File: config.mk
export PLATFORM = sky130hd
export DESIGN_NAME = rr_arbiter_4x16_flat
export DESIGN_NICKNAME = d
export VERILOG_FILES = /design/src/rtl/arb_pkg.sv /design/src/rtl/rr_arbiter_4x16_if.sv /design/src/rtl/arb_dec_4x16.sv /design/src/rtl/rr_arbiter_4x16.sv /design/src/flat_wrapper.sv
export SDC_FILE = /design/constraint.sdc
export NUM_CORES = 1
export LEC_CHECK = 0
export CAP_MARGIN = 0
export CORE_UTILIZATION = 50
export CTS_BUF_LIST = sky130_fd_sc_hd__clkbuf_4 sky130_fd_sc_hd__clkbuf_8 sky130_fd_sc_hd__clkbuf_16
export DETAILED_ROUTE_END_ITERATION = 6
export PLACE_DENSITY = 0.7
export SLEW_MARGIN = 20
export SYNTH_ARGS = -nofsm -noshare
export SYNTH_HDL_FRONTEND = slang
export SYNTH_SLANG_ARGS = --single-unit
File: constraint.sdc
create_clock -name clk -period 9.15 [get_ports clk]
set_input_delay 1.83 -clock clk [delete_from_list [all_inputs] [get_ports clk]]
set_output_delay 1.83 -clock clk [all_outputs]
set_load 0.01 [all_outputs]
File: src/rtl/arb_pkg.sv
// Shared arbitration types and helpers: state encoding, sizes and the
// round-robin pick function reused by the 16-way arbiter and later variants.
package arb_pkg;

  localparam int N_REQ = 16;
  localparam int IDX_W = 4;

  typedef enum logic [1:0] {
    IDLE  = 2'd0,
    GAP   = 2'd1,
    GRANT = 2'd2
  } state_e;

  typedef struct packed {
    logic             found;
    logic [IDX_W-1:0] idx;
  } rr_pick_t;

  // Returns the first set request at or after ptr, wrapping modulo N_REQ.
  // Scanning from the farthest candidate back to ptr lets the nearest one win.
  function automatic rr_pick_t next_rr(input logic [N_REQ-1:0] req,
                                       input logic [IDX_W-1:0] ptr);
    rr_pick_t         pick;
    logic [IDX_W-1:0] cand;
    pick = '0;
    for (int k = N_REQ - 1; k >= 0; k--) begin
      cand = ptr + IDX_W'(k);
      if (req[cand]) begin
        pick.found = 1'b1;
        pick.idx   = cand;
      end
    end
    return pick;
  endfunction

endpackage

File: src/rtl/rr_arbiter_4x16_if.sv
// Request/grant bundle between requesting agents and the arbiter.
// Signal suffixes are from the arbiter's point of view.
interface rr_arbiter_4x16_if;

  logic                          en_i;
  logic [arb_pkg::N_REQ-1:0]     req_i;
  logic                          release_i;
  logic                          gnt_valid_o;
  logic [arb_pkg::IDX_W-1:0]     gnt_idx_o;
  logic [arb_pkg::N_REQ-1:0]     gnt_onehot_o;
  logic                          timeout_o;

  // Arbiter side.
  modport slave (
    input  en_i, req_i, release_i,
    output gnt_valid_o, gnt_idx_o, gnt_onehot_o, timeout_o
  );

  // Requester side.
  modport master (
    output en_i, req_i, release_i,
    input  gnt_valid_o, gnt_idx_o, gnt_onehot_o, timeout_o
  );

endinterface

File: src/rtl/arb_dec_4x16.sv
// 4-to-16 one-hot decoder with an enable; all zeros when disabled.
module arb_dec_4x16
  import arb_pkg::*;
(
  input  logic [IDX_W-1:0] idx_i,
  input  logic             en_i,
  output logic [N_REQ-1:0] onehot_o
);

  // Decode the index into a single select line when enabled.
  always_comb begin
    // NOTE: assigning a default before any conditional write keeps this
    // purely combinational; a missed branch would otherwise infer a latch.
    onehot_o = '0;
    if (en_i) begin
      onehot_o[idx_i] = 1'b1;
    end
  end

endmodule

File: src/rtl/rr_arbiter_4x16.sv
// 16-requester round-robin arbiter with hold/release handshake, a
// forced revoke after MAX_HOLD grant cycles and a one-cycle turnaround gap.
module rr_arbiter_4x16
  import arb_pkg::*;
#(
  parameter int MAX_HOLD = 15,  // 1..255
  parameter int CNT_W    = 8    // 2**CNT_W > MAX_HOLD
) (
  input  logic              clk,
  input  logic              rst,
  rr_arbiter_4x16_if.slave  bus
);

  state_e           state_q, state_d;
  logic [IDX_W-1:0] ptr_q, ptr_d;
  logic [IDX_W-1:0] idx_q, idx_d;
  logic             valid_q, valid_d;
  logic [CNT_W-1:0] cnt_q, cnt_d;
  logic             timeout_q, timeout_d;
  rr_pick_t         pick;

  // Register all arbiter state; reset is synchronous and beats every input.
  always_ff @(posedge clk) begin
    // NOTE: sequential state uses non-blocking assignments so every register
    // samples the pre-edge values, independent of statement order.
    if (rst) begin
      state_q   <= IDLE;
      ptr_q     <= '0;
      idx_q     <= '0;
      valid_q   <= 1'b0;
      cnt_q     <= '0;
      timeout_q <= 1'b0;
    end else begin
      state_q   <= state_d;
      ptr_q     <= ptr_d;
      idx_q     <= idx_d;
      valid_q   <= valid_d;
      cnt_q     <= cnt_d;
      timeout_q <= timeout_d;
    end
  end

  // Next-state logic: select in IDLE, hold/end in GRANT, turnaround in GAP.
  always_comb begin
    state_d   = state_q;
    ptr_d     = ptr_q;
    idx_d     = idx_q;
    valid_d   = valid_q;
    cnt_d     = cnt_q;
    timeout_d = 1'b0;
    pick      = next_rr(bus.req_i, ptr_q);

    unique case (state_q)
      IDLE: begin
        if (bus.en_i && pick.found) begin
          idx_d   = pick.idx;
          valid_d = 1'b1;
          cnt_d   = '0;
          state_d = GRANT;
        end
      end

      GRANT: begin
        // A release or a dropped request always wins over the hold limit,
        // so a coinciding timeout is treated as a normal end.
        if (bus.release_i || !bus.req_i[idx_q]) begin
          valid_d = 1'b0;
          idx_d   = '0;
          ptr_d   = idx_q + IDX_W'(1);
          state_d = GAP;
        end else if (cnt_q == CNT_W'(MAX_HOLD - 1)) begin
          valid_d   = 1'b0;
          idx_d     = '0;
          ptr_d     = idx_q + IDX_W'(1);
          timeout_d = 1'b1;
          state_d   = GAP;
        end else begin
          cnt_d = cnt_q + CNT_W'(1);
        end
      end

      GAP: begin
        state_d = IDLE;
      end

      default: begin
        state_d = IDLE;
        valid_d = 1'b0;
        idx_d   = '0;
      end
    endcase
  end

  arb_dec_4x16 u_dec (
    .idx_i    (idx_q),
    .en_i     (valid_q),
    .onehot_o (bus.gnt_onehot_o)
  );

  assign bus.gnt_valid_o = valid_q;
  assign bus.gnt_idx_o   = idx_q;
  assign bus.timeout_o   = timeout_q;

endmodule
File: src/flat_wrapper.sv
// flat-port wrapper written by rule: the top's interface ports become plain ports
module rr_arbiter_4x16_flat import arb_pkg::*;
#(
  parameter int MAX_HOLD = 15,           
  parameter int CNT_W    = 8                          
)
  (clk, rst, bus_en_i, bus_req_i, bus_release_i, bus_gnt_valid_o, bus_gnt_idx_o, bus_gnt_onehot_o, bus_timeout_o);
  rr_arbiter_4x16_if bus_i ();
  input  logic clk;
  input  logic rst;
  input wire logic [$bits(bus_i.en_i)-1:0] bus_en_i;
  input wire logic [$bits(bus_i.req_i)-1:0] bus_req_i;
  input wire logic [$bits(bus_i.release_i)-1:0] bus_release_i;
  output wire logic [$bits(bus_i.gnt_valid_o)-1:0] bus_gnt_valid_o;
  output wire logic [$bits(bus_i.gnt_idx_o)-1:0] bus_gnt_idx_o;
  output wire logic [$bits(bus_i.gnt_onehot_o)-1:0] bus_gnt_onehot_o;
  output wire logic [$bits(bus_i.timeout_o)-1:0] bus_timeout_o;
  assign bus_i.en_i = bus_en_i;
  assign bus_i.req_i = bus_req_i;
  assign bus_i.release_i = bus_release_i;
  assign bus_gnt_valid_o = bus_i.gnt_valid_o;
  assign bus_gnt_idx_o = bus_i.gnt_idx_o;
  assign bus_gnt_onehot_o = bus_i.gnt_onehot_o;
  assign bus_timeout_o = bus_i.timeout_o;
  rr_arbiter_4x16 #(.MAX_HOLD(MAX_HOLD), .CNT_W(CNT_W)) u_core (.clk(clk), .rst(rst), .bus(bus_i));
endmodule
==> After elaboration in Yosys (flattened, before gate mapping) <==
Index checks and enable logic that the tools add are counted.
{ "classes": {"n_eq_ne": 7, "bitwise_logic": 2, "n_mux": 72, "n_lt_le_gt_ge": 18, "n_addsub": 17, "n_reduce_logical": 12, "multipliers": 0, "div_mod_pow": 0, "shift": 0} }
{ "ops": {"columns": ["op", "n"], "rows": [
  ["$lt 4x5->1 const B", 17],
  ["$mux 5", 16],
  ["$bmux 1 s4", 17],
  ["$add 4x4->4 const B", 8],
  ["$mux 8", 3],
  ["$mux 1", 22],
  ["$mux 4", 5],
  ["$add 4x3->4 const B", 4],
  ["$mux 16", 1],
  ["$pmux 8 s2", 1],
  ["$pmux 4 s3", 1],
  ["$add 4x1->4 const B", 2],
  ["$add 4x2->4 const B", 2],
  ["$add 8x1->8 const B", 1],
  ["$eq 8x4->1 const B", 1],
  ["$mux 2", 3],
  ["$demux 1 s4", 1],
  ["$ge 4x1->1 const B", 1],
  ["$ne 2x2->1 const B", 2],
  ["$pmux 2 s2", 1],
  ["$reduce_and 2->1", 2],
  ["$reduce_and 4->1", 1],
  ["$reduce_bool 2->1", 2],
  ["$ne 3x1->1 const B", 1],
  ["other kinds (11)", 13]
]} }
{ "totals": {"output_inout_bits": 22, "mem_count": 0, "elab_cells": 134, "latchBits": 0, "inputBits": 20, "regBits": 20, "mem_bits_rw": 0, "romBits": 0} }

==> Logic depth before layout (Yosys ltp) <==
{ "logic_depth": {"word_depth": 22, "ltp_mapped": 17, "mapped_depth_nobuf": 11} }

==> Hierarchy <==
Synthesis repeated with hierarchy kept, for this count alone.
{ "unflattened": {"cells_unflattened": 362, "area_unflattened_um2": 3163.0} }
{ "modules_own_cells": {"columns": ["mod", "cells_per_inst", "area_each_um2", "instances", "seq_area_each_um2"], "rows": [
  ["rr_arbiter_4x16", 339, 3045.4, 1, 400.4],
  ["arb_dec_4x16", 23, 117.6, 1, 0.0]
]} }

==> Least setup slack after synthesis <==
Ideal clock, no wire load.
{ "synth_timing": {"kind": "input to register", "from": "in bus_req_i[6]", "to": "reg u_core.cnt_q[7]", "path_slack_ns": 4.891, "arrival_time_ns": 4.127, "setup_time_ns": 0.131, "t_required_ns": 9.019, "path_buffers": 1, "path_stages": 10, "path_cell_list": "mux4_1 mux2_2 mux2i_1 nor2b_2 or3b_4 o211ai_4 a21o_4 buf_12 or3_1 a21oi_1"} }
{ "synth_via": {"elab_chain_len": 21, "word_cells_on_any_way": 56, "classes_between": "eq/ne (2); mux (50); reduce/logical (4)"} }
{ "synth_lines": {"columns": ["element", "line", "text"], "rows": [
  ["start: declaration", "flat_wrapper.sv:12", "input wire logic [$bits(bus_i.req_i)-1:0] bus_req_i;"],
  ["$bmux 1 s4", "arb_pkg.sv:28", "if (req[cand]) begin"],
  ["$mux 1 (implied by the code)", "arb_pkg.sv:28", null],
  ["$mux 5 (16 in a row)", "arb_pkg.sv:28", null],
  ["$logic_and 1x1->1", "rr_arbiter_4x16.sv:55", "if (bus.en_i && pick.found) begin"],
  ["$ne 2x1->1 (no line)", null, null],
  ["$reduce_and 4->1 (no line) (*)", null, null],
  ["end signal: assignment", "rr_arbiter_4x16.sv:38", "cnt_q <= cnt_d;"],
  ["end: declaration", "rr_arbiter_4x16.sv:18", "logic [CNT_W-1:0] cnt_q, cnt_d;"]
]} }
Mark *: on every way between the ends. The rest lies on a longest branch, timed or not. The select of a mux whose other input is x is not followed.
A chain may end at the register's enable or synchronous reset.

==> Final worst setup path <==
{ "layout_timing": {"from": "in bus_req_i[7]", "to": "reg u_core.idx_q[1], in the netlist u_core.bus.gnt_idx_o[1]"} }
{ "layout_via": {"elab_chain_len": 21, "word_cells_on_any_way": 59, "classes_between": "eq/ne (2); mux (53); reduce/logical (4)"} }
{ "layout_lines": {"columns": ["element", "line", "text"], "rows": [
  ["$bmux 1 s4", "arb_pkg.sv:28", null],
  ["$mux 1 (implied by the code)", "arb_pkg.sv:28", null],
  ["$mux 5 (16 in a row)", "arb_pkg.sv:28", null],
  ["$logic_and 1x1->1", "rr_arbiter_4x16.sv:55", null],
  ["$ne 2x1->1 (no line)", null, null],
  ["$reduce_and 3->1 (no line)", null, null],
  ["end signal: assignment", "rr_arbiter_4x16.sv:36", "idx_q <= idx_d;"],
  ["end: declaration", "rr_arbiter_4x16.sv:16", "logic [IDX_W-1:0] idx_q, idx_d;"]
]} }
Parallel ways exist; a longest one is shown, timed or not. The select of a mux whose other input is x is not followed.

==> impl_metrics.toml <==
[status]
outcome = "finished, final reports clean"

[setup_path]
crit_buf_inv = 1
crit_family = "multiplexers"
crit_chain = "clkdlybuf4s50_1, mux4_1, mux2_2, mux2i_1, nor2b_2, or3b_4, o211ai_4, o21bai_2, a21oi_2, o2bb2ai_1"
start_kind = "input port"
path_class = "in2reg"
critPathRequiredTime_ns = 9.34
worstRegToRegCells = 12
worstPathMaxFanout = 8
slowest_stage = "mux4_1"
crit_path_end_kind = "flip-flop"
crit_arrival_ns = 5.08
crit_cells = 10
max_stage_delay_ns = 0.56

[floorplan]
die_x_um = 85.7
die_h_um = 85.7
die-area_mm2 = 0.00734
start_util_pct = 51.5
fp.coreArea_mm2 = 0.00679
pin_count = 42
fp-row-count = 30

[timing]
max-slew-margin-rel_pct = 44.5
min_period_ns = 4.89
setup_tns_ns = 0
slew_viol_final = 0
hold_violations = 0
finalClockSkew_ns = 0.00849
whs_ns = 0.475
setup_viol = 0
fmax_ghz = 0.204
rsz0062_at_grt = "no"
finalCritPeriodShare_pct = 53.5
worst_slew_pin_slew_ns = 0.826

[clock_tree]
postCtsHoldBufs = 0
clock_latency_ns = 0.26
cts_buffers = 3
clk_pin_slew_worst_paths_ns = 0.08
cts_resized = 0
htreeDepth = 1
clk_path_buf_depth = 2
cts-root-buf = "clkbuf_8"
cts_tree = "built"
clkSinkCount = 20
post_cts_buffers = 0

[cells_and_area]
syn_to_final_growth_pct = 13.4
final_layout_size_suffix_gt1_share_pct = 14.5
seq_area_um2 = 400
antenna_cells = 0
multi_input_area_mm2 = 0.00290
nets = 461
fillers = 614

[grt]
met2_usage_pct = 45.0
grt_util_all_layers_pct = 28.3
top_usage_layer = "met2"
grtUsageMet3_pct = 3.27
use_met1_pct = 41.4
grt_pass1_wl_um = 16500
grt_antenna_before_repair = 0
grt_remaining_overflow = 0
grt_pass1_vias = 3098
grt_max_degree = 32

[drt]
drt_pass1_iterations = 5
detail_route.wl_per_cell_um = 19.3
drtIter0Drc = 282
drc = 0
vias = 3374
drt_wl_total_um = 10100
ant_nets = 0
routed_via_density = 6.45

[min_path]
hold_class = "reg2reg"
holdPathStages = 2

[power_and_ir_drop]
p_comb_share_pct = 68.5
power_density_mw_per_mm2 = 137
swShare_pct = 47.2
ir_worst_vdd_v = 0.0000588
p_int_mw = 0.287
p_seq_share_pct = 19.2
p_leak_nw = 1.38
clockPowerShare_pct = 12.3
p_switching_mw = 0.257

[place]
hpwlAfterDp_um = 7740
globalplace.congestion = 0.985
io_buffers = 41

[synth]
ys_ff_latch = 20
ys_async_sr_fraction_pct = 0
synth_common_cells = "43 x nor2_1, 33 x nand2_1, 30 x mux2i_1"
synth-edff-count = 0
synth_nets = 434
ys_warn_count = 0
syn-cell-area_mm2 = 0.00350
synth_area_leaders = "mux4_2 12%, dfxtp_1 11%, mux4_1 9.8%"
synth_cells = 401
yosysMostFrequentCell = "nor2_1"
synth.top_cell.area_share_pct = 11.6
synth_ff_type = "dfxtp_1"
yosysUniqueCellTypes = 66
avgSynthCellArea_um2 = 8.73
ys_seq_area_share_pct = 11.4
yosysTopAreaCell = "mux4_2"

[job]
max-cap-violations = 0
-- power by group through the flow --
stage          sequential (mW)  combinational, mW  clock, mW
2_1_floorplan           0.0998              0.282          0
6_report                 0.104              0.373     0.0668
3_3_place_gp             0.106              0.362          0
3_5_place_dp             0.106              0.363          0
4_1_cts                  0.104              0.364     0.0689
5_1_grt                  0.106              0.401     0.0737
-- kinds of logic (layout without fill, tap and decap cells) --
group / Yosys count / in the layout / synth area share (%)
multiplexers: 74 / 74 / 34.7
XOR/XNOR: 16 / 16 / 4.64
AND/OR/NAND/NOR: 148 / 148 / 20.1
adder cells (fa/ha/maj): 13 / 13 / 4.64
buffers and inverters: 37 / 63 / 5.89
AO/OA/AOI/OAI: 93 / 93 / 18.6
flip-flops: 20 / 20 / 11.4
-- metrics by stage --
step           cell area [um^2]  cells  worst slack, ns  util [%]  total power, mW
6_report                   3970    523             4.26      58.5            0.544
5_1_grt                    3970    523             3.98      58.5            0.580
4_1_cts                    3970    523             4.30      58.5            0.538
3_5_place_dp               3920    519             4.03      57.6            0.469
3_3_place_gp               3920    519             4.07      57.6            0.468
2_1_floorplan              3500    401             4.89         -            0.382
-- final timing paths --
check,startpoint,to,slack [ns]
worst max-delay path,bus_req_i[7],u_core.bus.gnt_idx_o[1],4.26
worst min-delay path,u_core.cnt_q[7],u_core.cnt_q[7],0.47
worst max register to register,u_core.ptr_q[0],u_core.bus.gnt_idx_o[1],4.51
worst min register to register,u_core.cnt_q[7],u_core.cnt_q[7],0.47
-- cell usage in the layout (no fill, tap or decap), types with 3 or more instances in the layout --
cell             count
ha_1                13
nor2b_1              3
clkdlybuf4s50_1     41
nor2_1              43
o22ai_1              5
nor4_1               6
nand2b_1             7
xor2_1               4
nand2_1             33
inv_1               11
o211ai_1             3
mux2i_1             30
a21oi_1             24
a211oi_1             8
nand4_1              4
mux4_1              13
mux2_2               8
xnor2_1              9
dfxtp_1             20
o21ai_0             18
clkbuf_8             4
mux2i_2              3
buf_4                6
a2111oi_0            4
o21a_1               3
mux4_2              18
or3_1                7
nor3_1              17
nand3_1             17
o21ai_2              6
-- worst reg2reg max path: cells and delay by family (launching register included) --
family,cells,cell delay [ns]
buffers and inverters,2,0.74
adder cells (fa/ha/maj),1,0.92
flip-flops,1,0.31
AND/OR/NAND/NOR,2,0.53
multiplexers,3,1.29
AO/OA/AOI/OAI,4,0.80
-- cell type report --
class	count	area share, %
clock buffer	4	1.39
inverter	12	1.13
multi-input combinational	344	72.9
sequential	20	10.1
tap	96	3.02
timing repair buffer	47	11.5
-- registers in the layout (all words and copies together), names as in the netlist --
register and flops:
u_core.bus.timeout_o 1, u_core.bus.gnt_idx_o 4, u_core.cnt_q 8, u_core.ptr_q 4, u_core.bus.gnt_valid_o 1, u_core.state_q 2
-- metal layers --
layer | routed length (um) | vias up
met4 | 212 | 0
met1 | 4640 | 1613
met5 | 0 | -
met3 | 562 | 22
li1 | - | 1595
met2 | 4660 | 144
Power figures use the tool's default switching activity.
